`src/rtl/idli_sqi_resp_m.sv`:
```
// idli_sqi_resp_m: quad-serial responder backed by a 2^ADDR_W x 8 register memory.
// Define IDLI_SQI_RESP_BKDOOR_EN to add a direct backdoor write port.
//
// state  | meaning
// IDLE   | deselected, waiting for cs low
// CMD    | collecting the 2 command nibbles
// ADDR   | collecting the 4 address nibbles
// DUMMY  | 2 turnaround rises ahead of read data
// RDATA  | driving read nibbles on sck falls
// WDATA  | assembling and committing write bytes
// IGNORE | unknown command, waiting for cs high
module idli_sqi_resp_m #(
  parameter int ADDR_W = 8
) (
  input  logic              i_sqi_gck,
  input  logic              i_sqi_rst_n,
  input  logic              i_sqi_sck,
  input  logic              i_sqi_cs,
  input  logic [3:0]        i_sqi_sio,
`ifdef IDLI_SQI_RESP_BKDOOR_EN
  input  logic              i_bd_wr,
  input  logic [ADDR_W-1:0] i_bd_addr,
  input  logic [7:0]        i_bd_data,
`endif
  output logic [3:0]        o_sqi_sio,
  output logic              o_sqi_sio_oe
);

  typedef enum logic [2:0] {
    IDLE   = 3'd0,
    CMD    = 3'd1,
    ADDR   = 3'd2,
    DUMMY  = 3'd3,
    RDATA  = 3'd4,
    WDATA  = 3'd5,
    IGNORE = 3'd6
  } state_t;

  localparam logic [7:0] CMD_READ  = 8'h03;
  localparam logic [7:0] CMD_WRITE = 8'h02;

  state_t            state_q, state_d;
  logic              sck_q;
  logic              sck_rise, sck_fall, nib_rise;
  logic [1:0]        cnt_q;
  logic [3:0]        nib_hi_q;
  logic              is_read_q;
  logic [ADDR_W-1:0] addr_q;
  logic              nib_lo_q;
  logic [3:0]        sio_q;
  logic              oe_q;
  logic [7:0]        nib_pair;
  logic [7:0]        rd_byte;
  logic [7:0]        mem [0:(1<<ADDR_W)-1];

  logic cnt_inc, cnt_wrap, hi_load, cmd_load, addr_shift, mem_we, rd_drive;

  assign sck_rise = ~sck_q & i_sqi_sck;
  assign sck_fall = sck_q & ~i_sqi_sck;
  // cs high wins over a coincident sck rise: the nibble is dropped
  assign nib_rise = sck_rise & ~i_sqi_cs;
  assign nib_pair = {nib_hi_q, i_sqi_sio};
  assign rd_byte  = mem[addr_q];

  always_ff @(posedge i_sqi_gck or negedge i_sqi_rst_n) begin
    if (!i_sqi_rst_n) state_q <= IDLE;
    else              state_q <= state_d;
  end

  always_comb begin
    state_d = state_q;
    if (i_sqi_cs) begin
      state_d = IDLE;
    end else begin
      case (state_q)
        IDLE:  state_d = CMD;
        CMD:   if (nib_rise && cnt_q == 2'd1)
                 state_d = (nib_pair == CMD_READ || nib_pair == CMD_WRITE) ? ADDR : IGNORE;
        ADDR:  if (nib_rise && cnt_q == 2'd3)
                 state_d = is_read_q ? DUMMY : WDATA;
        DUMMY: if (nib_rise && cnt_q == 2'd1)
                 state_d = RDATA;
        default: state_d = state_q;
      endcase
    end
  end

  always_comb begin
    cnt_inc    = 1'b0;
    cnt_wrap   = 1'b0;
    hi_load    = 1'b0;
    cmd_load   = 1'b0;
    addr_shift = 1'b0;
    mem_we     = 1'b0;
    rd_drive   = 1'b0;
    case (state_q)
      CMD: begin
        cnt_inc  = nib_rise;
        hi_load  = nib_rise;
        cmd_load = nib_rise && cnt_q == 2'd1;
        cnt_wrap = cmd_load;
      end
      ADDR: begin
        cnt_inc    = nib_rise;
        addr_shift = nib_rise;
        cnt_wrap   = nib_rise && cnt_q == 2'd3;
      end
      DUMMY: begin
        cnt_inc  = nib_rise;
        cnt_wrap = nib_rise && cnt_q == 2'd1;
      end
      WDATA: begin
        cnt_inc  = nib_rise;
        hi_load  = nib_rise && cnt_q == 2'd0;
        mem_we   = nib_rise && cnt_q == 2'd1;
        cnt_wrap = mem_we;
      end
      RDATA: rd_drive = sck_fall & ~i_sqi_cs;
      default: ;
    endcase
  end

  always_ff @(posedge i_sqi_gck or negedge i_sqi_rst_n) begin
    if (!i_sqi_rst_n) begin
      sck_q     <= 1'b0;
      cnt_q     <= 2'd0;
      nib_hi_q  <= 4'd0;
      is_read_q <= 1'b0;
      addr_q    <= '0;
      nib_lo_q  <= 1'b0;
    end else begin
      sck_q <= i_sqi_sck;
      if (i_sqi_cs || state_q == IDLE || cnt_wrap) cnt_q <= 2'd0;
      else if (cnt_inc)                            cnt_q <= cnt_q + 2'd1;
      if (hi_load)  nib_hi_q  <= i_sqi_sio;
      if (cmd_load) is_read_q <= (nib_pair == CMD_READ);
      // four shifts push the full 16-bit address through; only the low ADDR_W bits remain
      if (addr_shift)
        addr_q <= ADDR_W'({addr_q, i_sqi_sio});
      else if (mem_we || (rd_drive && nib_lo_q))
        addr_q <= addr_q + ADDR_W'(1);
      if (i_sqi_cs || state_q != RDATA) nib_lo_q <= 1'b0;
      else if (rd_drive)                nib_lo_q <= ~nib_lo_q;
    end
  end

  always_ff @(posedge i_sqi_gck or negedge i_sqi_rst_n) begin
    if (!i_sqi_rst_n) begin
      sio_q <= 4'd0;
      oe_q  <= 1'b0;
    end else if (i_sqi_cs || state_q != RDATA) begin
      sio_q <= 4'd0;
      oe_q  <= 1'b0;
    end else if (rd_drive) begin
      sio_q <= nib_lo_q ? rd_byte[3:0] : rd_byte[7:4];
      oe_q  <= 1'b1;
    end
  end

  assign o_sqi_sio    = sio_q;
  assign o_sqi_sio_oe = oe_q;

  // storage is deliberately unreset; backdoor is last so it wins an address clash
  always_ff @(posedge i_sqi_gck) begin
    if (mem_we) mem[addr_q] <= nib_pair;
`ifdef IDLI_SQI_RESP_BKDOOR_EN
    if (i_bd_wr) mem[i_bd_addr] <= i_bd_data;
`endif
  end

endmodule

```
`config.mk`:
```
export PLATFORM = sky130hd
export DESIGN_NAME = idli_sqi_resp_m
export DESIGN_NICKNAME = d
export VERILOG_FILES = /design/src/rtl/idli_sqi_resp_m.sv
export SDC_FILE = /design/constraint.sdc
export NUM_CORES = 2
export LEC_CHECK = 0
export CELL_PAD_IN_SITES_DETAIL_PLACEMENT = 0
export CELL_PAD_IN_SITES_GLOBAL_PLACEMENT = 1
export CORE_ASPECT_RATIO = 1.5
export CORE_UTILIZATION = 42
export CTS_CLUSTER_SIZE = 25
export DETAILED_ROUTE_END_ITERATION = 10
export PLACE_DENSITY = 0.67
export SLEW_MARGIN = 20
export SYNTH_ARGS = -nofsm -noshare
export SYNTH_HDL_FRONTEND = slang
export SYNTH_SLANG_ARGS = --single-unit
```
`constraint.sdc`:
```
create_clock -name i_sqi_gck -period 8.61 [get_ports i_sqi_gck]
set_input_delay 1.2915 -clock i_sqi_gck [delete_from_list [all_inputs] [get_ports i_sqi_gck]]
set_output_delay 1.2915 -clock i_sqi_gck [all_outputs]
set_load 0.01 [all_outputs]
```
=== Word level (Yosys, flattened, before mapping) ===
Memories as Yosys holds them, arrays and structs flattened.
Cells that the tools add are included.

* Add/subtract/negate cells: 2
* Reductions and logical operators: 18
* Equality and inequality tests: 13
* Bitwise gates (word level): 8
* Muxes and demuxes: 27

{| class="wikitable"
|+ Operator list
! cell !! count
|-
| two-way mux 3 bit || 6
|-
| == test 8 x 2 -> 1 bit (second input constant) || 2
|-
| two-way mux 8 bit || 2
|-
| two-way mux 4 bit || 3
|-
| != test 3 bit (second input constant) || 4
|-
| case mux 3 bit (4 select lines) || 1
|-
| two-way mux 1 bit || 11
|-
| adder 8 x 1 -> 8 bit (second input constant) || 1
|-
| == test 3 x 2 -> 1 bit (second input constant) || 2
|-
| == test 3 bit (second input constant) || 2
|-
| nonzero test 2 bit || 3
|-
| logical OR 1 bit || 5
|-
| nonzero test 5 bit || 1
|-
| bitwise AND 1 bit || 4
|-
| logical AND 1 bit || 4
|-
| two-way mux 2 bit || 2
|-
| inverter 1 bit || 4
|-
| case mux 1 bit (2 select lines) || 2
|-
| AND reduction 4 bit || 1
|-
| OR reduction 4 bit || 1
|-
| == test 3 x 1 -> 1 bit (second input constant) || 1
|-
| zero test 3 bit || 1
|-
| OR reduction 3 bit || 1
|-
| adder 2 x 1 -> 2 bit (second input constant) || 1
|-
| 3 further kinds || 3
|}

* Memories kept: 1
* Bits in registers: 25
* Output and inout port bits: 5
* Word-level logic and storage cells: 78
* Memory bits (writable): 2048

{| class="wikitable"
|+ Memory list
! name !! words !! bits a word !! read ports !! clocked after Yosys merged registers in !! write ports !! line !! text
|-
| mem || 256 || 8 || 1 || 0 || 1 || 54 || <nowiki>logic [7:0] mem [0:(1<<ADDR_W)-1];</nowiki>
|}

=== Logic depth before layout (Yosys ltp) ===
* Depth in word-level cells: 8
* Depth in mapped cells: 13
* Gate-level depth less buffers: 8

=== Worst setup path after synthesis ===
OpenSTA, ideal clock, no wires.

* Kind: register to register
* Start point: register nib_hi_q[1]
* End point: register state_q[2]
* Slack: 4.496 ns
* Setup time: 0.072 ns
* Path buffers: 0
* Cell stages (with the launch flop): 7
* Arrival time: 4.042 ns
* Cell sequence: dfrtp_1 > nor4_1 > nand3_1 > o21ai_0 > o21ai_0 > a21oi_1 > nor2_1

* Longest elaborated chain between the ends: 6
* Elaborated cells between the ends (all ways): 7
* Those cells by class: eq/ne: 2; mux: 4; reduce/logical: 1

{| class="wikitable"
|+ Ends and longest elaborated chain
! item !! line !! text
|-
| start: declaration || 46 || <nowiki>logic [3:0] nib_hi_q;</nowiki>
|-
| start signal: assignment || 135 || <nowiki>if (hi_load) nib_hi_q <= i_sqi_sio;</nowiki>
|-
| == test 8 x 2 -> 1 bit || 78 || <nowiki>state_d = (nib_pair == CMD_READ || nib_pair == CMD_WRITE) ? ADDR : IGNORE;</nowiki>
|-
| logical OR 1 bit * || 78 ||
|-
| two-way mux 3 bit * || 78 ||
|-
| two-way mux 3 bit * || 77 || <nowiki>CMD: if (nib_rise && cnt_q == 2'd1)</nowiki>
|-
| case mux 3 bit (4 select lines) * || 75 || <nowiki>case (state_q)</nowiki>
|-
| two-way mux 3 bit * || 72 || <nowiki>if (i_sqi_cs) begin</nowiki>
|-
| end signal: assignment || 67 || <nowiki>else state_q <= state_d;</nowiki>
|-
| end: declaration || 42 || <nowiki>state_t state_q, state_d;</nowiki>
|}

Mark *: on every way between the ends. The rest lies on a longest branch, timed or not. The select of a mux whose other input is x is not followed.
A chain may end at the register's enable or synchronous reset.

=== Worst setup path in the final report ===
* Start point: register addr_q[0]
* End point: register sio_q[3] (netlist: o_sqi_sio[3])

* Longest elaborated chain between the ends: 4

{| class="wikitable"
|+ Ends and longest elaborated chain
! item !! line !! text
|-
| start: declaration || 48 || <nowiki>logic [ADDR_W-1:0] addr_q;</nowiki>
|-
| start signal: assignment || 139 || <nowiki>addr_q <= ADDR_W'({addr_q, i_sqi_sio});</nowiki>
|-
| start signal: assignment || 141 || <nowiki>addr_q <= addr_q + ADDR_W'(1);</nowiki>
|-
| memory read (256 x 8 bit) || n/a ||
|-
| two-way mux 4 bit || 155 || <nowiki>sio_q <= nib_lo_q ? rd_byte[3:0] : rd_byte[7:4];</nowiki>
|-
| two-way mux 4 bit || 154 || <nowiki>end else if (rd_drive) begin</nowiki>
|-
| two-way mux 4 bit || 151 || <nowiki>end else if (i_sqi_cs || state_q != RDATA) begin</nowiki>
|-
| end signal: assignment || 155 ||
|-
| end: declaration || 50 || <nowiki>logic [3:0] sio_q;</nowiki>
|}

No other way between the ends. The select of a mux whose other input is x is not followed.

==> summary.md <==
Global route
* **wire length of the first global-routing pass** 329.8 mm
* **total global routing overflow** 0
* **number of global-route vias before repair** 40.78k
* **antenna violations before repair** 3
* **pin count of the biggest net entering global routing** 152
* **overall global routing resource usage** 24.46%

STA
* **Achievable Freq** 212.6 MHz
* **final number of hold-violating endpoints** 0
* **setup-violating endpoint count in the final report** 0
* **transition time at the pin with the least slew margin** 1.216 ns
* **Total Neg Setup Slack** 0 ns
* **crit path setup slack, layout** 3.907 ns
* **Slew Viols, Final** 0
* **setup repair after global routing missed its margin** false
* **setup skew after layout** 0.03218 ns
* **Tcrit/Tclk final** 54.62%
* **final period demand of the worst path** 4.703 ns
* **smallest hold slack** 0.4969 ns
* **tightest slew margin relative to the limit** 18.19%

Route
* **average wire length per cell after detail routing** 36.75 µm
* **Avg Vias per Cell** 6.165
* **via total after detailed routing** 39.90k
* **number of DRC markers after the initial detailed-route iteration** 5047
* **Pre-Repair DR Iteration Count** 6
* **wire length after detailed routing** 237.8 mm
* **final antenna-violating net count** 0
* **total DRC errors in the routed layout** 0

Run
* **max_cap viols** 0

Status
* **status** finished clean

Setup path
* **endpoint kind of the worst setup timing path** register
* **family with the most delay on the worst path** buffers and inverters
* **count of cells along the worst register-to-register path** 9
* **endpoint of the worst register-to-register path** o_sqi_sio[3]$_DFFE_PN0P_
* **critical-path cell with the highest stage delay** dfrtp_4
* **setup slack of the most critical reg-to-reg path** 3.91 ns
* **beginning of the worst register-to-register path** addr_q[0]$_DFFE_PN0P_
* **delay of the slowest critical-path stage** 0.81 ns
* **critical path peak fanout** 104
* **worst endpoint data arrival time** 5.41 ns
* **data required time at the worst endpoint** 9.32 ns
* **critical setup path kind** reg2reg
* **startpoint type of the worst setup path** register
* **capture point of the critical path** o_sqi_sio[3]$_DFFE_PN0P_
* **beginning of the critical path** addr_q[0]$_DFFE_PN0P_
* **number of cells on the critical path** 9
* **Critical Path, Cell by Cell** buf_12 > buf_4 > mux4_2 > mux2i_1 > mux4_2 > mux2i_1 > a2111oi_0 > nor4_1 > a221o_1
* **CP Buf/Inv Count** 2

Floorplanning
* **core area** 0.1903 mm²
* **width of the die** 359.5 µm
* **initial cell density of the core** 42.32%
* **# rows** 196
* **Die Outline Area** 0.1935 mm²
* **number of ports placed on the die boundary** 13
* **Chip Height** 538.3 µm

Clock tree
* **maximum root-to-sink buffer count** 4
* **clock latency at the later pin of the worst-skew pair** 0.82 ns
* **buffer type at the clock tree root** clkbuf_16
* **clock tree from TritonCTS** built
* **CTS buffer count** 185
* **count of buffers added by post-CTS timing repair for setup** 0
* **# clock sinks** 2073
* **post-cts sizing count** 0
* **number of H-tree levels** 4
* **register clock-pin slew on the reported worst setup and hold paths** 0.07 ns
* **number of buffers inserted for hold repair after clock tree synthesis** 0

Power and ir drop
* **maximum VDD drop** 0.0003215 V
* **Static Leakage** 27.69 nW
* **Power Density** 317.4 mW/mm²

Synthesis
* **Synth Warn #** 0
* **Commonest cells post-synth** 2048 x edfxtp_1, 490 x mux4_2, 298 x nor2_1
* **synthesis-stage register bit count** 2073
* **biggest area consumer among synthesized cells** edfxtp_1
* **synthesized netlist net count** 3818
* **number of enable-type register cells in the synthesized netlist** 2048
* **Post-Synthesis Cell Area** 0.08054 mm²
* **top-count cell post-synth** edfxtp_1
* **Post-Syn Area per Cell** 21.18 µm²
* **proportion of netlist area held by the largest area contributor** 76.36%
* **fraction of the yosys area taken by sequential cells** 77.14%
* **synth unique cells** 63
* **dominant cells by area after synthesis** edfxtp_1 76%, mux4_2 14%, mux2i_1 1.8%, nor2_1 1.4%, a22oi_1 1.3%
* **dominant register cell in the synthesized netlist** edfxtp_1
* **gate count after technology mapping** 3803
* **ys async rst share** 1.206%

Cells and area
* **Area growth, synth to finish** 11.06%
* **post-layout net count** 3873
* **fraction of final layout cells with drive strength greater than 1** 22.80%

Placement
* **DPL Wire Length** 146.6 mm
* **RD Place Congestion** 0.9023
* **Post-Place Setup Slack** 3.336 ns
* **count of input and output buffers** 12

Hold path
* **hold crit path type** reg2reg

## cell type report
type | instances | area [µm²]
diodes | 1 | 2.502
inverters | 10 | 42.54
repair buffers | 102 | 962.2
multi-input cells | 1486 | 17340
well taps | 2475 | 3097
clock inverters | 109 | 1054
flip-flops and latches | 2073 | 62160
fillers | 15435 | 100900
clock buffers | 216 | 4798
## worst min-delay path by stage
| stage | depth (start not counted) | slack, ns | from | endpoint |
|---|---|---|---|---|
| 6_report | 2 | 0.50 | o_sqi_sio_oe$_DFFE_PN0P_ | o_sqi_sio_oe$_DFFE_PN0P_ |
| 5_1_grt | 2 | 0.56 | o_sqi_sio_oe$_DFFE_PN0P_ | o_sqi_sio_oe$_DFFE_PN0P_ |
| 4_1_cts | 2 | 0.50 | is_read_q$_DFFE_PN0P_ | is_read_q$_DFFE_PN0P_ |
| 3_5_place_dp | 2 | 0.49 | is_read_q$_DFFE_PN0P_ | is_read_q$_DFFE_PN0P_ |
| 3_3_place_gp | 2 | 0.48 | o_sqi_sio_oe$_DFFE_PN0P_ | o_sqi_sio_oe$_DFFE_PN0P_ |
| 2_1_floorplan | 2 | 0.46 | is_read_q$_DFFE_PN0P_ | is_read_q$_DFFE_PN0P_ |
## metrics by stage
step                total power, mW  instance area (µm²)  instances  util (%)
CTS                           28.47                89450       6471     47.00
global route                  28.99                89450       6472     47.00
global placement              20.36                83590       6146     43.93
finish                        28.39                89450       6472     47.00
floorplan                     17.11                80540       3803         -
detailed placement            20.37                83590       6146     43.93
## worst register-to-register path, delay by kind of cell, from the launching register on
kind / cells / cell delay [ns]
flops: 1 / 0.81
simple gates: 1 / 0.11
buf+inv: 2 / 1.58
mux: 4 / 1.37
compound gates: 2 / 0.74
## report_power, final
part	internal [mW]	switching (mW)	total, mW
clock network	4.56	3.66	8.22
registers	11.9	0.361	12.2
logic	2.74	5.18	7.92
## routing by layer
metal / vias up / GRT usage, % / wire (µm)
li1: 15956 / - / -
met4: 0 / 13.73 / 15450
met2: 2113 / 42.22 / 121700
met1: 21337 / 29.60 / 83700
met3: 491 / 3.317 / 17030
met5: - / 0 / 0
## cell usage in the layout, fill, tap and decap left out, types with 7 or more instances in the layout
master / instances
mux2_2: 13
nor2_1: 295
nand3_2: 15
clkdlybuf4s50_1: 8
buf_12: 12
o21ai_0: 21
clkbuf_16: 187
nor4_1: 16
inv_6: 7
nand2_1: 70
a32oi_1: 8
clkinv_1: 35
bufinv_16: 19
ha_1: 7
a31oi_1: 13
nand2b_1: 7
edfxtp_1: 2048
clkinv_2: 32
buf_4: 78
or2_2: 9
mux4_2: 490
clkinvlp_4: 10
a22oi_1: 138
a22o_1: 7
dfrtp_1: 16
o22ai_1: 23
o211ai_1: 8
a221oi_1: 8
nor2b_1: 15
inv_1: 8
dfrtp_4: 8
nor3_1: 9
nand3_1: 41
a21oi_1: 52
mux2i_1: 142
nand4_1: 11
clkbuf_1: 28
## logic make-up after synthesis
family / after synthesis / share of synthesized area (%)
xor gates and xnor gates: 5 / 0.05437
muxes: 645 / 15.65
buffers and inverters: 244 / 1.524
AOI/OAI and AO/OA: 310 / 2.708
DFF: 2073 / 77.14
adders and majority gates: 7 / 0.1087
and+or+nand+nor: 519 / 2.818
## sequential cells by signal (all words and copies together), names as in the netlist
| register | cells |
|---|---|
| cnt_q | 2 |
| sck_q | 1 |
| nib_lo_q | 1 |
| mem | 2048 |
| is_read_q | 1 |
| state_q | 3 |
| o_sqi_sio_oe | 1 |
| nib_hi_q | 4 |
| o_sqi_sio | 4 |
| addr_q | 8 |
(Power assumes the default switching activity.)
